==> src/rtl/dmem_arbiter.sv <==
// Two-port round-robin arbiter and sequencer in front of the single-port dmem.
// Latency: gnt_o at cycle 0, mem_req_o at cycle 1, done_o/rdata_o at cycle 2; +2 cycles per refusal.
// Backpressure: requesters hold req_i until gnt_o; a refused command is re-issued unchanged.
//
// Ports:
//   clk, reset_n_i          single clock, synchronous active-low reset
//   req_i/we_i[1:0]         per-requester level request and write enable
//   addr0_i/addr1_i         per-requester address
//   wdata0_i/wdata1_i       per-requester write data
//   gnt_o[1:0]              one-cycle pulse, command of that requester latched this edge
//   done_o[1:0], err_o      one-cycle completion pulse; err_o marks a retry-limit abort
//   rdata_o                 read data, valid with done_o of a read
//   mem_*                   dmem command (req/we/addr/din) and response (dout/refused)
// Optional feature: define DMEM_ARB_RETRY_LIMIT_EN to abort after MAX_RETRY re-issues.
module dmem_arbiter #(
  parameter int A_WIDTH   = 13,
  parameter int D_WIDTH   = 34,
  parameter int MAX_RETRY = 7
) (
  input  logic               clk,
  input  logic               reset_n_i,
  input  logic [1:0]         req_i,
  input  logic [1:0]         we_i,
  input  logic [A_WIDTH-1:0] addr0_i,
  input  logic [A_WIDTH-1:0] addr1_i,
  input  logic [D_WIDTH-1:0] wdata0_i,
  input  logic [D_WIDTH-1:0] wdata1_i,
  output logic [1:0]         gnt_o,
  output logic [1:0]         done_o,
  output logic               err_o,
  output logic [D_WIDTH-1:0] rdata_o,
  output logic               mem_req_o,
  output logic               mem_we_o,
  output logic [A_WIDTH-1:0] mem_addr_o,
  output logic [D_WIDTH-1:0] mem_din_o,
  input  logic [D_WIDTH-1:0] mem_dout_i,
  input  logic               mem_refused_i
);

  typedef enum logic [1:0] {
    ST_IDLE  = 2'd0,
    ST_ISSUE = 2'd1,
    ST_RESP  = 2'd2
  } state_t;

  state_t               r_state;
  state_t               w_state_nxt;
  logic                 r_cmd_id;
  logic                 r_cmd_we;
  logic [A_WIDTH-1:0]   r_cmd_addr;
  logic [D_WIDTH-1:0]   r_cmd_data;
  logic                 r_last_winner;

  logic                 w_resp;
  logic                 w_abort;
  logic                 w_finish;
  logic                 w_done;
  logic                 w_arb;
  logic                 w_winner;
  logic                 w_grant;

  assign w_resp = (r_state == ST_RESP);

`ifdef DMEM_ARB_RETRY_LIMIT_EN
  logic [2:0] r_retry_cnt;
  // Abort when the command was refused again after its last allowed re-issue.
  assign w_abort = w_resp && mem_refused_i && (r_retry_cnt == 3'(MAX_RETRY));
`else
  assign w_abort = 1'b0;
`endif

  // A transaction ends on an accepted response (or an abort); arbitration
  // for the next one overlaps that cycle.
  assign w_finish = w_resp && (!mem_refused_i || w_abort);
  assign w_arb    = (r_state == ST_IDLE) || w_finish;
  // Tie goes to the port that did not win last; otherwise the lone requester.
  assign w_winner = (&req_i) ? ~r_last_winner : req_i[1];
  // Pulses are suppressed while reset is asserted so nothing is granted or
  // completed on an edge that discards the state.
  assign w_grant  = w_arb && (|req_i) && reset_n_i;
  assign w_done   = w_finish && reset_n_i;

  always_comb begin
    w_state_nxt = r_state;
    gnt_o       = 2'b00;
    done_o      = 2'b00;
    err_o       = 1'b0;
    rdata_o     = '0;
    mem_req_o   = 1'b0;
    mem_we_o    = 1'b0;
    mem_addr_o  = r_cmd_addr;
    mem_din_o   = r_cmd_data;

    case (r_state)
      ST_IDLE: begin
        if (|req_i) w_state_nxt = ST_ISSUE;
      end
      ST_ISSUE: begin
        mem_req_o   = 1'b1;
        mem_we_o    = r_cmd_we;
        w_state_nxt = ST_RESP;
      end
      ST_RESP: begin
        if (!w_finish)    w_state_nxt = ST_ISSUE;
        else if (|req_i)  w_state_nxt = ST_ISSUE;
        else              w_state_nxt = ST_IDLE;
      end
      default: w_state_nxt = ST_IDLE;
    endcase

    if (w_grant) gnt_o = w_winner ? 2'b10 : 2'b01;
    if (w_done) begin
      done_o  = r_cmd_id ? 2'b10 : 2'b01;
      err_o   = w_abort;
      rdata_o = mem_dout_i;
    end
  end

  always_ff @(posedge clk) begin
    if (!reset_n_i) begin
      r_state       <= ST_IDLE;
      r_cmd_id      <= 1'b0;
      r_cmd_we      <= 1'b0;
      r_cmd_addr    <= '0;
      r_cmd_data    <= '0;
      r_last_winner <= 1'b1;
    end else begin
      r_state <= w_state_nxt;
      if (w_grant) begin
        r_cmd_id      <= w_winner;
        r_cmd_we      <= we_i[w_winner];
        r_cmd_addr    <= w_winner ? addr1_i : addr0_i;
        r_cmd_data    <= w_winner ? wdata1_i : wdata0_i;
        r_last_winner <= w_winner;
      end
    end
  end

`ifdef DMEM_ARB_RETRY_LIMIT_EN
  always_ff @(posedge clk) begin
    if (!reset_n_i) begin
      r_retry_cnt <= 3'd0;
    end else if (w_grant) begin
      r_retry_cnt <= 3'd0;
    end else if (w_resp && mem_refused_i && !w_abort) begin
      r_retry_cnt <= r_retry_cnt + 3'd1;
    end
  end
`endif

endmodule

==> config.mk <==
export PLATFORM = sky130hd
export DESIGN_NAME = dmem_arbiter
export DESIGN_NICKNAME = d
export VERILOG_FILES = /design/src/rtl/dmem_arbiter.sv
export SDC_FILE = /design/constraint.sdc
export NUM_CORES = 1
export LEC_CHECK = 0
export CAP_MARGIN = 40
export CELL_PAD_IN_SITES_DETAIL_PLACEMENT = 1
export CELL_PAD_IN_SITES_GLOBAL_PLACEMENT = 1
export CORE_ASPECT_RATIO = 0.8
export CORE_UTILIZATION = 22
export DETAILED_ROUTE_END_ITERATION = 10
export MAX_ROUTING_LAYER = met4
export PLACE_DENSITY_LB_ADDON = 0.25
export SLEW_MARGIN = 20
export SYNTH_ARGS = -nofsm -noshare
export SYNTH_HDL_FRONTEND = slang
export SYNTH_SLANG_ARGS = --single-unit
==> constraint.sdc <==
create_clock -name clk -period 2.65 [get_ports clk]
set_input_delay 0.3975 -clock clk [delete_from_list [all_inputs] [get_ports clk]]
set_output_delay 0.3975 -clock clk [all_outputs]
set_load 0.005 [all_outputs]
==> impl_results.md <==
- Outcome: complete, no violations
- Fin crit share: 95.5%
- Flops & latches, synth: 52
- Chip height: 97.2 um
- Final Slew Violations: 0
- Crit-path max FO: 36
- Setup Skew: 6.43 ps
- Final hold viol count: 0
- EDFF count, synth: 0
- Final layout net count: 624
- ANT cells: 0
- Worst stage delay on the critical path: 550 ps
- Worst-path cell chain: clkdlybuf4s50_1, nor3b_2, buf_12, and2_1, clkdlybuf4s50_1
- Asr flop ratio synth: 0%
- Compound-Gate Fraction of Synth Area: 33.3%
- Post-synthesis average cell area: 8.78 um^2
- Kind of end point of the critical path: output port
- Worst path top cell family by delay: buffers and inverters
- Initial core utilization: 22.8%
- Initial antenna violation count: 0
- Setup crit start kind: input port
- # port buffers: 221
- GPL Wtd Cong: 0.792
- Finished Cell Area: 0.00500 mm^2
- CTS H-tree depth: 2
- Pwr Density: 474 mW/mm^2
- XOR/XNOR Fraction of Synth Area: 0%
- Max_slew headroom: 59.8%
- Routed WL: 11.2 mm
- Final cell count without fillers: 633
- Die ar.: 0.0118 mm^2
- DRC violations left: 0
- Max Freq: 395 MHz
- Clock Pin Slew Worst Setup and Hold Paths: 70 ps
- Routed Antenna Nets: 0
- Skew-Pair Late Insertion Delay: 290 ps
- Maximum vdd drop: 0.000213 V
- Via count: 3029
- Final setup vio count: 0
- CORE AREA: 0.0109 mm^2
- Critical path class: input port to output port
- Slew @ Worst Pin: 603 ps
- Synth area leaders: dfxtp_1 42%, o221a_2 16%, and2_1 9.3%, o21ai_0 8.6%, nand2_1 7.4%
- Yosys Warn Count: 0
- Synth Instances: 284
- Clk buf depth: 2
- Max cap viols: 0
- Post-synthesis adder-cell area fraction: 0%
- Post-layout util: 45.7%
- Tightest Hold Check Type: input port to register
- Slowest-stage cell, CP: clkdlybuf4s50_1
- DP Area: 0.00484 mm^2
- Post-DP HPWL: 8.01 mm
- CTS tree: yes
- Mux cell area share after synthesis: 0%
- Number of DRC markers in iteration 0: 161
- CTS Sinks: 52
- Critical Path RT: 2250 ps
- First-pass GRT wire length: 17.1 mm
- Crit path DAT: 2130 ps
- Placed insts: 626
- Fill cells: 1261
- Most common cell after layout, fill and taps aside: clkdlybuf4s50_1
- Post-CTS setup buffers: 0
- Post-synth top area share: 41.8%
- Rows: 34
- RSZ-0062 raised after global routing: no
- PostCTS Resize Cnt: 0
- Num CTS Buffers: 5
- Mapped Nets: 419
- Post-CTS Hold Buffers: 0
- Reg-to-reg slack, setup: 1050 ps
- Remaining global-route overflow: 0
- Vias in the first global route: 3234
- TNS Setup: 0 ps
- Root buffer cell: clkbuf_16
- Die Width: 121 um
- P&R area growth vs syn: 100%
- Pin count of the biggest net entering global routing: 51
- Commonest cells after routing, fill and taps aside: 220 x clkdlybuf4s50_1, 52 x dfxtp_1, 49 x nand2_1, 43 x o21ai_0, 37 x and2_1
- Vias/cell: 4.79
- Biggest area consumer among synthesized cells: dfxtp_1
- Top-Level Pins: 223
- CP most frequent cell: clkdlybuf4s50_1
- Crit path buffers/inverters: 3
- Largest family of logic cells by synthesized area: compound AO/OA/AOI/OAI gates
- WL/cell: 17.7 um
- Post-Synth Simple-Gate Area: 19.4%
- Leakage: 1.84 nW
- Sequential element share of the synthesized area: 41.8%
- Synthesized area: 0.00249 mm^2
- Synth Flop Type: dfxtp_1
- Fin crit period: 2530 ps
- Netlist cell types: 26
- First-pass DRT Iterations: 4
- Gr usage total: 19.2%
- Fraction of layout cells with a size suffix above 1: 11.7%
-- sequential cells by signal, indices dropped and copies added (netlist names) --
register and count:
mem_din_o 34, r_state 2, r_cmd_we 1, r_cmd_id 1
mem_addr_o 13, r_last_winner 1
-- cells in the mapped netlist, drive strengths merged, types with 2 or more instances --
library cell,n
dfxtp,52
nand2,49
o21ai,49
o221a,48
and2,37
clkbuf,22
buf,8
a21oi,3
nor2,3
nand2b,2
nand3,2
nor2b,2
-- logic make-up (layout without fill, tap and decap cells) --
group | after synthesis | in the layout
AO/OA/AOI/OAI | 103 | 103
other | 1 | 1
buffers and inverters | 31 | 236
AND/OR/NAND/NOR | 97 | 97
flip-flops | 52 | 52
-- worst paths after layout --
path | to | depth (start not counted) | start
max reg2reg | mem_addr_o[12]$_SDFFE_PN0P_ | 4 | r_state[1]$_SDFFE_PN0P_
max | rdata_o[31] | 5 | mem_refused_i
min | r_cmd_id$_SDFFE_PN0P_ | 3 | reset_n_i
min reg2reg | mem_din_o[1]$_SDFFE_PN0P_ | 3 | mem_din_o[1]$_SDFFE_PN0P_
-- stage by stage --
stage                     total power [mW]  hold slack [ps]  worst slack (ps)
after detailed placement              1.70              557               109
after global placement                1.69              532               108
after floorplan                       1.21              508               940
after global routing                  2.50              429              55.0
after CTS                             2.41              408              88.2
final                                 2.37              409               119
-- layout make-up --
class | instances | area, um^2 | area share [%]
multi-input cells | 201 | 1350 | 26.9
inverters | 1 | 3.75 | 0.0751
clock buffers | 7 | 153 | 3.06
well taps | 144 | 180 | 3.61
repair buffers | 228 | 2270 | 45.5
flip-flops and latches | 52 | 1040 | 20.8
-- layer usage --
| layer | track usage (%) | routed length (um) | up-vias |
|---|---|---|---|
| li1 | - | - | 1434 |
| met1 | 21.7 | 4690 | 1453 |
| met2 | 33.6 | 5540 | 133 |
| met3 | 5.93 | 919 | 9 |
| met4 | 3.04 | 61 | 0 |
| met5 | - | 0 | - |
-- power by group --
group          switching (mW)  leakage [nW]  internal (mW)
Clock                   0.289        0.0760          0.397
Sequential             0.0576         0.434          0.888
Combinational           0.257          1.33          0.479
Total                   0.604          1.84           1.76
-- tightest hold or removal path, stage by stage --
cell     delay (ps)
buf_2           120
inv_1            90
a21oi_1          40
Power figures use the tool's default switching activity.
